$ cat config.mk
export PLATFORM = sky130hd
export DESIGN_NAME = spi_peripheral_ht16d35a_flat
export DESIGN_NICKNAME = d
export VERILOG_FILES = /design/src/rtl/spi_peripheral_ht16d35a_if.sv /design/src/rtl/spi_peripheral_ht16d35a.sv /design/src/flat_wrapper.sv
export SDC_FILE = /design/constraint.sdc
export NUM_CORES = 1
export LEC_CHECK = 0
export ABC_AREA = 0
export CAP_MARGIN = 40
export CELL_PAD_IN_SITES_DETAIL_PLACEMENT = 2
export CELL_PAD_IN_SITES_GLOBAL_PLACEMENT = 2
export CORE_MARGIN = 1.5
export CORE_UTILIZATION = 36
export CTS_CLUSTER_SIZE = 20
export DETAILED_ROUTE_END_ITERATION = 10
export PLACE_DENSITY = 0.84
export SLEW_MARGIN = 30
export SYNTH_ARGS = -nofsm -noshare
export SYNTH_HDL_FRONTEND = slang
export SYNTH_SLANG_ARGS = --single-unit
$ cat constraint.sdc
create_clock -name clk -period 2.78 [get_ports clk]
set_input_delay 0.556 -clock clk [delete_from_list [all_inputs] [get_ports clk]]
set_output_delay 0.556 -clock clk [all_outputs]
set_load 0.03 [all_outputs]
$ cat src/rtl/spi_peripheral_ht16d35a_if.sv
// 3-wire SPI bus bundle for the HT16D35A-style target model.
//   sck   : bus clock, idles high (controller -> target)
//   cs    : chip select, active low (controller -> target)
//   dio_i : data from controller
//   dio_o : data to controller
//   dio_e : output enable for dio_o
// master = controller side, slave = target side.
interface spi_peripheral_ht16d35a_if;
  logic sck;
  logic cs;
  logic dio_i;
  logic dio_o;
  logic dio_e;

  modport master (output sck, output cs, output dio_i, input dio_o, input dio_e);
  modport slave  (input sck, input cs, input dio_i, output dio_o, output dio_e);
endinterface

$ cat src/rtl/spi_peripheral_ht16d35a.sv
// Target-side model of an HT16D35A-style 3-wire SPI bus.
// The bus pins are oversampled on clk, command and write bytes are
// deserialised, and read bytes are serialised back onto the data line.
//
// Ports:
//   clk, reset    : system clock, asynchronous active-high reset
//   bus (slave)   : sck / cs / dio_i in, dio_o / dio_e out
//   rx_data       : last received byte
//   rx_valid      : one-cycle strobe, rx_data valid
//   rx_first      : with rx_valid, byte is the command byte
//   tx_req        : one-cycle request for the next read byte
//   tx_data       : read byte, sampled on the clk edge after tx_req
//   busy          : frame in progress
//   frame_end     : one-cycle strobe when cs deasserts in a frame
//   frame_partial : with frame_end, the frame ended mid-byte
//   gap_error     : sticky inter-byte timing violation
//
// Optional feature: define SPI_PERIPH_GAP_CHECK_EN to build the inter-byte
// gap checker; otherwise gap_error is tied low.
module spi_peripheral_ht16d35a #(
  parameter int LSB_FIRST   = 0,
  parameter int READ_BIT    = 7,
  parameter int SYNC_STAGES = 2,
  parameter int GAP_CLKS    = 100
) (
  input  logic                        clk,
  input  logic                        reset,
  spi_peripheral_ht16d35a_if.slave    bus,
  output logic [7:0]                  rx_data,
  output logic                        rx_valid,
  output logic                        rx_first,
  output logic                        tx_req,
  input  logic [7:0]                  tx_data,
  output logic                        busy,
  output logic                        frame_end,
  output logic                        frame_partial,
  output logic                        gap_error
);

  typedef enum logic [2:0] {S_IDLE, S_CMD, S_WRITE, S_READ, S_WAIT_HIGH} state_t;

  localparam logic [2:0] WARM = 3'(SYNC_STAGES + 1);

  function automatic logic [7:0] shift_in(input logic [7:0] sr, input logic b);
    return (LSB_FIRST != 0) ? {b, sr[7:1]} : {sr[6:0], b};
  endfunction

  function automatic logic tx_bit(input logic [7:0] sr);
    return (LSB_FIRST != 0) ? sr[0] : sr[7];
  endfunction

  function automatic logic [7:0] tx_shift(input logic [7:0] sr);
    return (LSB_FIRST != 0) ? {1'b0, sr[7:1]} : {sr[6:0], 1'b0};
  endfunction

  logic [SYNC_STAGES-1:0] sck_sync, cs_sync, dio_sync;
  logic                   sck_prev, cs_prev;
  logic [2:0]             warm_p;
  logic                   settled, sck_s, cs_s, dio_s;
  logic                   sck_rise, sck_fall, cs_rise, cs_fall;

  state_t      state;
  logic [2:0]  bit_cnt;
  logic [7:0]  rx_shreg, tx_shreg, rx_next;
  logic        done_p, done_first_p, done_read_p, fall_p1;
  logic        dio_o_p, dio_e_p;

  // Stage p0: pin synchronisers and edge history. The warm-up counter keeps
  // edge detection off until the chain and history hold real pin values, so
  // a cs held low through reset is not mistaken for a falling edge.
  always_ff @(posedge clk or posedge reset) begin
    if (reset) begin
      sck_sync <= '1;
      cs_sync  <= '1;
      dio_sync <= '0;
      sck_prev <= 1'b1;
      cs_prev  <= 1'b1;
      warm_p   <= '0;
    end else begin
      sck_sync <= {sck_sync[SYNC_STAGES-2:0], bus.sck};
      cs_sync  <= {cs_sync[SYNC_STAGES-2:0], bus.cs};
      dio_sync <= {dio_sync[SYNC_STAGES-2:0], bus.dio_i};
      sck_prev <= sck_sync[SYNC_STAGES-1];
      cs_prev  <= cs_sync[SYNC_STAGES-1];
      if (warm_p != WARM) warm_p <= warm_p + 3'd1;
    end
  end

  assign sck_s    = sck_sync[SYNC_STAGES-1];
  assign cs_s     = cs_sync[SYNC_STAGES-1];
  assign dio_s    = dio_sync[SYNC_STAGES-1];
  assign settled  = (warm_p == WARM);
  assign sck_rise = settled &  sck_s & ~sck_prev;
  assign sck_fall = settled & ~sck_s &  sck_prev;
  assign cs_rise  = settled &  cs_s  & ~cs_prev;
  assign cs_fall  = settled & ~cs_s  &  cs_prev;
  assign rx_next  = shift_in(rx_shreg, dio_s);

  assign bus.dio_o = dio_o_p;
  assign bus.dio_e = dio_e_p;

  // Stage p1: frame FSM acting on edge events; byte completion and read-bit
  // requests are flagged here and turned into strobes / pin updates in p2.
  // Stage p2: rx_valid / tx_req strobes, tx latch and dio_o drive.
  // The cs-rise handling is written last so it overrides a pending dio_e set.
  always_ff @(posedge clk or posedge reset) begin
    if (reset) begin
      state         <= S_IDLE;
      bit_cnt       <= '0;
      rx_shreg      <= '0;
      tx_shreg      <= '0;
      rx_data       <= '0;
      rx_valid      <= 1'b0;
      rx_first      <= 1'b0;
      tx_req        <= 1'b0;
      busy          <= 1'b0;
      frame_end     <= 1'b0;
      frame_partial <= 1'b0;
      done_p        <= 1'b0;
      done_first_p  <= 1'b0;
      done_read_p   <= 1'b0;
      fall_p1       <= 1'b0;
      dio_o_p       <= 1'b0;
      dio_e_p       <= 1'b0;
    end else begin
      rx_valid     <= 1'b0;
      tx_req       <= 1'b0;
      frame_end    <= 1'b0;
      done_p       <= 1'b0;
      done_first_p <= 1'b0;
      done_read_p  <= 1'b0;
      fall_p1      <= 1'b0;

      if (done_p) begin
        rx_valid <= 1'b1;
        rx_data  <= rx_shreg;
        rx_first <= done_first_p;
      end
      if (done_read_p) tx_req <= 1'b1;

      if (tx_req) begin
        tx_shreg <= tx_data;
      end else if (fall_p1 && state == S_READ) begin
        dio_o_p  <= tx_bit(tx_shreg);
        tx_shreg <= tx_shift(tx_shreg);
        dio_e_p  <= 1'b1;
      end

      case (state)
        S_IDLE: begin
          if (cs_fall) begin
            state   <= S_CMD;
            bit_cnt <= '0;
            busy    <= 1'b1;
          end else if (settled && !cs_s) begin
            state <= S_WAIT_HIGH;
          end
        end
        S_CMD, S_WRITE: begin
          if (!cs_rise && sck_rise) begin
            rx_shreg <= rx_next;
            bit_cnt  <= bit_cnt + 3'd1;
            if (bit_cnt == 3'd7) begin
              done_p       <= 1'b1;
              done_first_p <= (state == S_CMD);
              if (state == S_CMD) begin
                if (rx_next[READ_BIT]) begin
                  state       <= S_READ;
                  done_read_p <= 1'b1;
                end else begin
                  state <= S_WRITE;
                end
              end
            end
          end
        end
        S_READ: begin
          if (!cs_rise) begin
            if (sck_fall) fall_p1 <= 1'b1;
            if (sck_rise) begin
              bit_cnt <= bit_cnt + 3'd1;
              if (bit_cnt == 3'd7) done_read_p <= 1'b1;
            end
          end
        end
        S_WAIT_HIGH: begin
          if (cs_s) state <= S_IDLE;
        end
        default: state <= S_IDLE;
      endcase

      if (cs_rise && (state == S_CMD || state == S_WRITE || state == S_READ)) begin
        frame_end     <= 1'b1;
        frame_partial <= (bit_cnt != 3'd0);
        dio_e_p       <= 1'b0;
        busy          <= 1'b0;
        state         <= S_IDLE;
      end
    end
  end

`ifdef SPI_PERIPH_GAP_CHECK_EN
  localparam logic [15:0] GAP_LIM = 16'(GAP_CLKS);

  function automatic logic [15:0] sat_inc(input logic [15:0] c);
    return (c == 16'hFFFF) ? c : c + 16'd1;
  endfunction

  logic        active, byte_edge;
  logic [15:0] gap_cnt_p;
  logic        gap_arm_p;

  assign active    = (state == S_CMD) || (state == S_WRITE) || (state == S_READ);
  assign byte_edge = active && sck_rise && !cs_rise && (bit_cnt == 3'd7);

  // Gap checker: counts clk cycles since the last byte's 8th rising edge and
  // flags any falling sck or rising cs that arrives too early.
  always_ff @(posedge clk or posedge reset) begin
    if (reset) begin
      gap_cnt_p <= '0;
      gap_arm_p <= 1'b0;
      gap_error <= 1'b0;
    end else if (state == S_IDLE && cs_fall) begin
      gap_cnt_p <= '0;
      gap_arm_p <= 1'b0;
      gap_error <= 1'b0;
    end else begin
      if (byte_edge) begin
        gap_cnt_p <= '0;
        gap_arm_p <= 1'b1;
      end else begin
        gap_cnt_p <= sat_inc(gap_cnt_p);
      end
      if (active && gap_arm_p && (sck_fall || cs_rise) && gap_cnt_p < GAP_LIM)
        gap_error <= 1'b1;
    end
  end
`else
  assign gap_error = 1'b0;
`endif

endmodule

$ cat src/flat_wrapper.sv
// flat-port wrapper written by rule: the top's interface ports become plain ports
module spi_peripheral_ht16d35a_flat 
#(
  parameter int LSB_FIRST   = 0,
  parameter int READ_BIT    = 7,
  parameter int SYNC_STAGES = 2,
  parameter int GAP_CLKS    = 100
)
  (clk, reset, rx_data, rx_valid, rx_first, tx_req, tx_data, busy, frame_end, frame_partial, gap_error, bus_sck, bus_cs, bus_dio_i, bus_dio_o, bus_dio_e);
  spi_peripheral_ht16d35a_if bus_i ();
  input  logic clk;
  input  logic reset;
  output logic [7:0] rx_data;
  output logic rx_valid;
  output logic rx_first;
  output logic tx_req;
  input  logic [7:0] tx_data;
  output logic busy;
  output logic frame_end;
  output logic frame_partial;
  output logic gap_error;
  input wire logic [$bits(bus_i.sck)-1:0] bus_sck;
  input wire logic [$bits(bus_i.cs)-1:0] bus_cs;
  input wire logic [$bits(bus_i.dio_i)-1:0] bus_dio_i;
  output wire logic [$bits(bus_i.dio_o)-1:0] bus_dio_o;
  output wire logic [$bits(bus_i.dio_e)-1:0] bus_dio_e;
  assign bus_i.sck = bus_sck;
  assign bus_i.cs = bus_cs;
  assign bus_i.dio_i = bus_dio_i;
  assign bus_dio_o = bus_i.dio_o;
  assign bus_dio_e = bus_i.dio_e;
  spi_peripheral_ht16d35a #(.LSB_FIRST(LSB_FIRST), .READ_BIT(READ_BIT), .SYNC_STAGES(SYNC_STAGES), .GAP_CLKS(GAP_CLKS)) u_core (.clk(clk), .reset(reset), .bus(bus_i), .rx_data(rx_data), .rx_valid(rx_valid), .rx_first(rx_first), .tx_req(tx_req), .tx_data(tx_data), .busy(busy), .frame_end(frame_end), .frame_partial(frame_partial), .gap_error(gap_error));
endmodule
Yosys cells after proc, flatten, opt, wreduce, memory -nomap -nowiden:

Cells that the tools add are included.

* flip-flop bits (word level): 53
* output and inout bits: 17

* multiplexer cells: 41
* bitwise logic cells: 13
* add/subtract/negate cells: 2
* eq/ne operators: 18
* reduce and logical (&&, ||, !) cells: 22

Operators with widths (count)
* $mux W3: 11
* $mux W1: 25
* $mux W8: 2
* $ne A3 B1 Y1 const B: 4
* $pmux W3 S4: 1
* $eq A3 B2 Y1 const B: 3
* $pmux W3 S3: 1
* $and A1 B1 Y1: 8
* $reduce_and A2 Y1: 4
* $reduce_bool A2 Y1: 4
* $add A3 B1 Y3 const B: 2
* $eq A3 B3 Y1 const B: 2
* $ne A2 B1 Y1 const B: 3
* $ne A2 B2 Y1 const B: 3
* $reduce_and A6 Y1: 1
* $reduce_bool A3 Y1: 2
* $not A1 Y1: 5
* $reduce_and A5 Y1: 1
* $logic_and A1 B1 Y1: 4
* $ne A4 B1 Y1 const B: 1
* $eq A3 B1 Y1 const B: 1
* $logic_not A3 Y1: 1
* $ne A3 B2 Y1 const B: 1
* $logic_not A1 Y1: 2
* 3 further kinds: 4

Depth between registers and ports, before layout:

Gate-level depths: netlist (run 1).

* depth after elaboration: 8
* depth in mapped cells: 7
* mapped depth without buffers: 7

Least setup slack after synthesis (run 1):

Ideal clock, no wire load.

* path kind: reg2reg
* start: register u_core.warm_p[0]
* end: register u_core.state[0]
* buffers on the path: 0
* required time: 2.655 ns
* setup time: 0.125 ns
* stages on the path, launching flop included: 8
* path slack: 0.811 ns
* data arrival time: 1.844 ns
* cells stage by stage: dfrtp_1 -> ha_1 -> ha_1 -> and2b_2 -> and4b_4 -> and4b_4 -> nor2_1 -> mux2_4

* longest elaborated chain between the ends: 7
* elaborated cells between the ends (all ways): 21

RTL lines
* from (decl): line spi_peripheral_ht16d35a.sv:58 `logic [2:0] warm_p;`
* from (signal assigned): line spi_peripheral_ht16d35a.sv:85 `if (warm_p != WARM) warm_p <= warm_p + 3'd1;`
* $eq A3 B2 Y1 (*): line spi_peripheral_ht16d35a.sv:92 `assign settled = (warm_p == WARM);`
* $and A1 B1 Y1 (2 in a row): line spi_peripheral_ht16d35a.sv:95 `assign cs_rise = settled & cs_s & ~cs_prev;`
* $logic_not A1 Y1: line spi_peripheral_ht16d35a.sv:160 `if (!cs_rise && sck_rise) begin`
* $logic_and A1 B1 Y1: line spi_peripheral_ht16d35a.sv:160
* $ne A3 B1 Y1 (no line)
* $reduce_and A6 Y1 (no line)
* to (signal assigned): line spi_peripheral_ht16d35a.sv:156 `state <= S_WAIT_HIGH;`
* to (signal assigned): line spi_peripheral_ht16d35a.sv:168 `state <= S_READ;`
* to (signal assigned): line spi_peripheral_ht16d35a.sv:171 `state <= S_WRITE;`
* to (decl): line spi_peripheral_ht16d35a.sv:62 `state_t state;`

Mark *: on every way between the ends. The rest lies on a longest branch, timed or not.
A chain may end at the register's enable or synchronous reset.

Final worst setup path (run 1):

* start: register u_core.warm_p[0]
* end: register u_core.rx_shreg[7]

* longest elaborated chain between the ends: 6
* elaborated cells between the ends (all ways): 8

RTL lines
* $eq A3 B2 Y1 (*): line spi_peripheral_ht16d35a.sv:92
* $and A1 B1 Y1 (2 in a row): line spi_peripheral_ht16d35a.sv:95
* $logic_not A1 Y1: line spi_peripheral_ht16d35a.sv:160
* $logic_and A1 B1 Y1 (*): line spi_peripheral_ht16d35a.sv:160
* $reduce_and A2 Y1 (no line) (*)
* to (signal assigned): line spi_peripheral_ht16d35a.sv:161 `rx_shreg <= rx_next;`
* to (decl): line spi_peripheral_ht16d35a.sv:64 `logic [7:0] rx_shreg, tx_shreg, rx_next;`

Marks and branches as above.

==> results of run 1 <==
cell usage after synthesis, drive strengths merged:
cell type / instances
nand4b: 2
nor4: 1
nor2b: 1
dfstp: 6
o21ai: 11
dfrtp: 47
inv: 7
nand3: 1
nand2: 17
conb: 1
clkbuf: 3
mux2i: 9
nor3: 1
xnor2: 1
and2b: 1
o2111a: 1
and3: 1
mux2: 20
a31oi: 1
and4b: 2
nand2b: 1
xor2: 1
o21a: 1
nor2: 10
buf: 3
o31ai: 1
a21oi: 2
ha: 5
nand3b: 1
worst max-delay path, delay by kind of cell (launching register included):
family / cells / cell delay, ns
adders and majority gates: 2 / 0.47
DFF: 1 / 0.42
and+or+nand+nor: 3 / 0.77
muxes: 1 / 0.39
metal layers:
metal / GRT usage [%] / part of all wire (%) / vias up
li1: - / - / 600
met1: 17.58 / 41 / 671
met2: 27.09 / 54 / 22
met3: 3.563 / 3.4 / 7
met4: 5.263 / 1.5 / 0
met5: 0 / 0 / -
power groups by stage:
stage / registers (uW) / logic (uW) / clock network, uW
6_report: 863 / 199 / 426
5_1_grt: 872 / 219 / 473
4_1_cts: 865 / 204 / 443
3_5_place_dp: 880 / 202 / 0
3_3_place_gp: 874 / 189 / 0
2_1_floorplan: 886 / 109 / 0
cells by family (layout without fill, tap and decap cells):
logic type | count (synthesis) | count (layout) | share of synthesized area (%)
AO/OA/AOI/OAI | 17 | 17 | 4.660
other | 1 | 1 | 0.1790
buffers and inverters | 13 | 46 | 2.688
XOR/XNOR | 2 | 2 | 0.8365
flip-flops | 53 | 53 | 63.68
adder cells (fa/ha/maj) | 5 | 5 | 2.987
multiplexers | 29 | 29 | 15.23
AND/OR/NAND/NOR | 39 | 39 | 9.738
flip-flops by register name (all words and copies together) (netlist names), 2 cells and up:
signal and cells:
u_core.bit_cnt 3, u_core.cs_sync 2, u_core.dio_sync 2, u_core.rx_data 8, u_core.rx_shreg 8, u_core.sck_sync 2
u_core.state 3, u_core.tx_shreg 8, u_core.warm_p 3
path summary, 6_finish.rpt:
check / startpoint / endpoint / depth (start not counted)
min in group asynchronous: reset / u_core.rx_data[7]$_DFFE_PP0P_ / 2
worst min register to register: u_core.done_read_p$_DFF_PP0_ / u_core.tx_req$_DFF_PP0_ / 0
worst min-delay path: u_core.done_read_p$_DFF_PP0_ / u_core.tx_req$_DFF_PP0_ / 0
worst max register to register: u_core.warm_p[0]$_DFFE_PP0P_ / u_core.rx_shreg[7]$_DFFE_PP0P_ / 6
max in group asynchronous: reset / u_core.sck_sync[1]$_DFF_PP1_ / 3
worst max-delay path: u_core.warm_p[0]$_DFFE_PP0P_ / u_core.rx_shreg[7]$_DFFE_PP0P_ / 6
cell type report:
| class | instances | area share [%] |
|---|---|---|
| Timing Repair Buffer | 31 | 12.33 |
| Tap cell | 72 | 3.524 |
| Multi-Input combinational cell | 93 | 27.56 |
| Inverter | 7 | 1.028 |
| Clock inverter | 2 | 0.5384 |
| Clock buffer | 6 | 2.839 |
| Sequential cell | 53 | 52.18 |
stage by stage:
| stage | cells | power (uW) | hold slack, ns |
|---|---|---|---|
| after floorplan | 159 | 995.8 | 0.3312 |
| after global placement | 256 | 1062 | 0.3345 |
| after CTS | 264 | 1512 | 0.3588 |
| after detailed placement | 256 | 1083 | 0.3372 |
| after global routing | 264 | 1563 | 0.3602 |
| final | 264 | 1488 | 0.3563 |
==> summary.md, run 1 <==
The logs give 159 for the number of cells produced by synthesis and 0 for the count of final max-slew check failures. The power density normalized to cell area works out to 582.1 nW/um2. The cell type with the largest total area after synthesis was dfrtp_1. For the wire length after detailed routing, the log shows 4184 um.

By area the synthesized netlist is led by dfrtp_1, mux2_2, dfstp_2. In this run the register-to-register setup slack is 0.62 ns. At the end of the flow, the number of nets in the layout was 209. Dividing the synthesized area by the synthesized cell count gives 13.17 um2. The filler cells instantiated in the layout total 556. The HPWL after detailed placement is 3174 um.

For this run the aggregate overflow at the end of global routing stands at 0. The run gives 2.35 ns as the arrival time reported for the critical path endpoint. Critical-path cell with the highest stage delay: dfrtp_1. The clock input transition at the sequential cells of the worst setup and hold paths works out to 0.09 ns.

The signal on the critical path passes through ha_1 -> ha_1 -> and2b_2 -> and4b_4 -> nand2_1 -> mux2_2. Cell at the root of the clock tree: clkbuf_8. The post-route setup TNS came out at 0 ns.

The finished cells cover 2556 um2. The fraction of the cycle the final worst path needs was 77.53%. Setup repair after global routing left no endpoint under its margin. The worst path in the final design needs a cycle of 2.155 ns, including I/O delays and setup. The number of gates given a new drive strength after cts is 0, and the net switching power figure is 394.8 uW. Class of the tightest hold or removal check: flop to flop. The logs give 0 for the number of maximum-capacitance constraint violations and 37.58% for the effective utilization at floorplan. The count of buffers from port buffering came out at 28. The number of buffers on the longest clock path is 2. The tools report the highest clock frequency the design can meet as 464.0 MHz. Leaving out fill and tap cells, the most frequent cells in the layout are dfrtp_1, clkdlybuf4s50_1, mux2_2. For the cell area after technology mapping, the log shows 2095 um2. The library cell used most frequently in the layout, excluding fill and tap cells, is dfrtp_1. The repair_antennas step left the layout with diodes totalling 0. The most numerous cell type found on the critical path is ha_1. The core outline area was 5574 um2; the worst relative slew slack was 63.66%. Net switching is 26.53% of the power. The flow ran to the end, and the final reports show no timing, DRC or antenna violations. The count of yosys warnings during synthesis was 0; the maximum vdd ir drop was 0.0002694 V. Horizontal die dimension: 79.28 um. The share of the synthesized area in the top cell type is 56.15%, and the first-iteration detailed-routing DRC count is 40. The routed length per placed instance is 15.85 um.

The combinational share of power is 13.4%. The tools report the number of antenna violations at the first check in global routing as 0. The multi-input combinational cells in the finished layout cover a total of 704.4 um2. The wire length of the first global-routing pass is 7182 um, and the post-route clock skew is 0.006511 ns. The logs give 58.0% for the relative contribution of sequential cells to total power and 0.001186 uW for the leakage power of the design. The final route contains 1300 vias. The sequential cells in the finished layout cover a total of 1334 um2. The slew at the pin closest to its max-slew limit works out to 0.5443 ns. In this run, post-CTS hold repair placed 0 buffers. Startpoint type of the worst setup path: a flop.

Cells fill 45.86% of the core in the end. Sequential elements use 63.68% of the synthesized area. TritonCTS built the clock tree. The worst slack at placement was 0.6322 ns; the internal power contribution was 1093 uW.

Before antenna repair, the detailed router went through 4 iterations. Die span in y: 79.28 um. The run gives 2470 um2 as the post-detailed-placement cell area. STA classifies the critical path endpoint as a flop. The area growth from synthesis to layout was 22.04%; the total global routing track utilization was 15.11%. The delay of the slowest cell on the worst path was 0.42 ns. Post-CTS timing repair inserted 0 buffers for setup. The layout cell share with drive strength beyond 1 is 21.35%, and the count of cell types in the netlist is 32. The via count of the first global-routing pass was 1450. The worst path required time is 2.97 ns, and the fraction of power consumed by the clock network is 28.6%.

Category of the critical setup timing path: flop to flop. The number of remaining DRC errors is 0, and the hold violation total from the final report is 0. The smallest setup slack after layout is 0.6248 ns, and the top-level I/O count is 30. Clock latency on the worst-skew pair, taken at its later pin, is 0.30 ns. The TritonCTS buffer count was 5. In this run the number of H-tree levels came out at 2. The count of final setup violators was 0; the sink count of the clock tree was 53. The floorplan has 27 rows. The tools report the maximum number of pins on one net before global-route repair as 30. The congestion estimate from routability-driven global placement came to 0.8224.

The number of synthesized register bits came out at 53. In this run the remaining antenna-violating nets after routing total 0. Along the worst path, the maximum fanout reaches 8. After detailed routing, the number of vias per cell comes to 4.924.

The logs give 177 for the post-synthesis net count and 6285 um2 for the overall die area.
Power figures use the tool's default switching activity.
==> inputs of run 2 (changes only) <==
- clock period: 2.78 -> 2.25 ns (I/O delays scaled with it)
==> summary.md, run 2 (same netlist as run 1, synthesis figures left out) <==
Number of standard cells in the layout, taps in and fillers out: 265 (+0.38%). Number of maximum-capacitance constraint violations: 0 (unchanged). The number of remaining DRC errors is 0 (unchanged), and the fraction of the cycle the final worst path needs is 94.61% (+17 points). TritonCTS built the clock tree. The shortest clock period the worst path allows after layout was 2.129 ns (-0.02663 ns); the leakage power of the design was 0.001214 uW (+2.4%). The top-level I/O count was 30 (unchanged). The via count of the first global-routing pass came out at 1479 (+2.0%). The source-to-sink clock delay at the later pin of the worst-skew pair was 0.31 ns (about the same). The routed length per placed instance is 17.29 um (+9.1%).

The largest driver fanout on the critical path was 6 (-2). The hold violation total from the final report was 0 (unchanged). The overall die area was 6285 um2 (unchanged); the power density normalized to cell area was 792.5 nW/um2 (+36%). The layout cell share with drive strength beyond 1 was 22.28% (+0.93 points).

Clock tree synthesis selected as its root buffer the cell clkbuf_8. The met2 global-route usage was 30.43% (+3.3 points). Destination of the worst register-to-register timing path: u_core.state[0]$_DFFE_PP0P_.

The largest registers in the layout are u_core.rx_data: 8 flops, u_core.rx_shreg: 8 flops, u_core.tx_shreg: 8 flops. The cell area after layout is 2611 um2 (+2.2%). The worst slack at placement was 0.1327 ns (-0.4995 ns). The routed via count was 1309 (+0.69%).

The cell family contributing the most delay on the critical path is simple AND/OR/NAND/NOR gates. Compared with the post-synthesis result, the final layout area differs by 24.67%. Leaving out fill and tap cells, the most frequent cells in the layout are dfrtp_1, clkdlybuf4s50_1, mux2_2. The final net count was 210 (+0.48%); the met1 capacity usage during global routing was 18.33% (+0.75 points). Count of buffers from port buffering: 28 (unchanged). The number of buffers on the longest clock path was 2 (unchanged); the antenna cell count was 0 (unchanged).

The sink count of the clock tree came out at 53 (unchanged). The delay of the slowest cell on the worst path came out at 0.41 ns (about the same). The startpoint identified for the worst register-to-register timing path is u_core.warm_p[0]$_DFFE_PP0P_. The post-detailed-placement cell area is 2477 um2 (+0.30%), and the fraction of power consumed by the clock network is 36.2% (+7.6 points).

The count of buffer and inverter cells on the critical path was 0 (unchanged). The class of the tightest hold or removal check is flop to flop. The run gives 0.12 ns (-0.50 ns) as the reg2reg setup slack. The number of iterations in the first detailed-routing pass is 2 (-2), and the clock input transition at the sequential cells of the worst setup and hold paths is 0.09 ns (about the same).

The worst hold path begins at u_core.done_read_p$_DFF_PP0_. The run gives 27 (unchanged) as the number of core rows. The mean number of vias per cell was 4.940 (+0.31%); the post-route setup TNS was 0 ns (unchanged).

STA classifies the critical path startpoint as a flop. Setup repair after global routing left no endpoint under its margin. The count of final max-slew check failures was 0 (unchanged).

The length in cells of the worst reg-to-reg path was 7 (+1); the relative contribution of sequential cells to total power was 51.6% (-6.4 points). The highest clock frequency the design can meet is 469.8 MHz (+1.3%). The run gives 0 (unchanged) as the count of hold-fix buffers inserted at cts. The wire length after detailed routing came out at 4582 um (+9.5%). The die span in y was 79.28 um (unchanged); the count of final setup violators was 0 (unchanged).

The routability congestion estimate was 0.8051 (-2.1%); the first-iteration detailed-routing DRC count was 46 (+15%). The tools report the number of cells in the design after placement as 257 (+0.39%). The maximum vdd ir drop came out at 0.0003385 V (+26%). The category of the critical setup timing path was flop to flop.

The sum of net half-perimeters after detailed placement is 3436 um (+8.2%). The logs give 5574 um2 (unchanged) for the core outline area and 35 (+17%) for the maximum number of pins on one net before global-route repair. The critical-path cell with the highest stage delay was dfrtp_1. The number of antenna violations at the first check in global routing is 0 (unchanged).

The run finished with clean final reports. The logs give 2.33 ns (-0.02 ns) for the arrival time reported for the critical path endpoint and 5 (unchanged) for the TritonCTS buffer count. The effective utilization at floorplan came out at 37.58% (unchanged). The run gives 16.45% (+1.3 points) as the total global routing track utilization. The critical path goes through ha_1 -> ha_1 -> and2b_2 -> and4b_4 -> and4b_4 -> nor2_1 -> mux2_4. The global-route track usage on met3 was 3.448% (-0.11 points); the sum of internal, switching and leakage power was 2069 uW (+39%). The remaining number of nets flagged by the antenna check after routing is 0 (unchanged). The number of instances on the worst hold path was 0 (unchanged); the wire length of the first global-routing pass was 7631 um (+6.3%). The number of gates given a new drive strength after cts was 0 (unchanged); the net switching power figure was 498.3 uW (+26%). The run gives 1571 uW (+44%) as the internal power contribution. The number of buffers inserted to repair setup after CTS was 0 (unchanged). The logs give 0.005165 ns (-0.001346 ns) for the post-route clock skew and 0.1214 ns (-0.5034 ns) for the smallest setup slack after layout.

The library cell used most frequently in the layout, excluding fill and tap cells, is dfrtp_1. The total congestion overflow is 0 (unchanged). The worst relative slew slack was 67.18% (+3.5 points).

For the number of filler instances in the final layout, the log shows 563 (+1.3%). The horizontal die dimension came out at 79.28 um (unchanged). The net switching share of the total power was 24.08% (-2.5 points). STA classifies the critical path endpoint as a flop.

Slew at the pin closest to its max-slew limit: 0.4886 ns (-0.05568 ns). The number of levels in the clock H-tree is 2 (unchanged). For hold timing, the worst endpoint is u_core.tx_req$_DFF_PP0_.

After global routing, the most crowded layer is met2. Worst path required time: 2.45 ns (-0.52 ns). The run gives 12.2% (-1.2 points) as the combinational share of power.
-- run 2: changes by cell type in the layout (fill, tap and decap cells not counted), sizes merged --
cell / previous run / this run
bufinv: 0 / 2
buf: 3 / 4
clkbuf: 6 / 5
inv: 8 / 7
-- run 2: area by class of cell --
class	count	area [um2]	area share, %
flip-flops and latches	53	1334	51.08
multi-input cells	93	704.4	26.98
repair buffers	32	322.8	12.36
well taps	72	90.09	3.450
clock buffers	5	68.82	2.635
clock inverters	3	65.06	2.492
inverters	7	26.28	1.006
-- run 2: metal layers --
layer  wire length (um)  vias to the layer above
met3                141                        6
met5                  0                        -
met4                 70                        0
li1                   -                      602
met1               1799                      678
met2               2570                       23
-- run 2: power groups by stage --
stage / clock network, uW / logic [uW] / registers (uW)
after floorplan: 0 / 135 / 1100
after global placement: 0 / 236 / 1080
after detailed placement: 0 / 258 / 1090
after CTS: 773 / 260 / 1070
after global routing: 811 / 278 / 1080
final: 749 / 252 / 1070
-- run 2: how the worst max path moves through the flow --
stage                                       from                        endpoint  cells after the start
floorplan           u_core.warm_p[0]$_DFFE_PP0P_     u_core.state[0]$_DFFE_PP0P_                      7
global placement    u_core.warm_p[0]$_DFFE_PP0P_     u_core.state[0]$_DFFE_PP0P_                      7
detailed placement  u_core.warm_p[0]$_DFFE_PP0P_  u_core.rx_shreg[2]$_DFFE_PP0P_                      6
CTS                 u_core.warm_p[0]$_DFFE_PP0P_  u_core.rx_shreg[2]$_DFFE_PP0P_                      6
global route        u_core.warm_p[0]$_DFFE_PP0P_  u_core.rx_shreg[4]$_DFFE_PP0P_                      6
finish              u_core.warm_p[0]$_DFFE_PP0P_     u_core.state[0]$_DFFE_PP0P_                      7
-- run 2: stage by stage --
step	hold WS (ns)	util (%)
floorplan	0.3312	-
finish	0.3574	46.85
detailed placement	0.3385	44.44
CTS	0.3610	46.85
global route	0.3681	46.85
global placement	0.3363	44.44
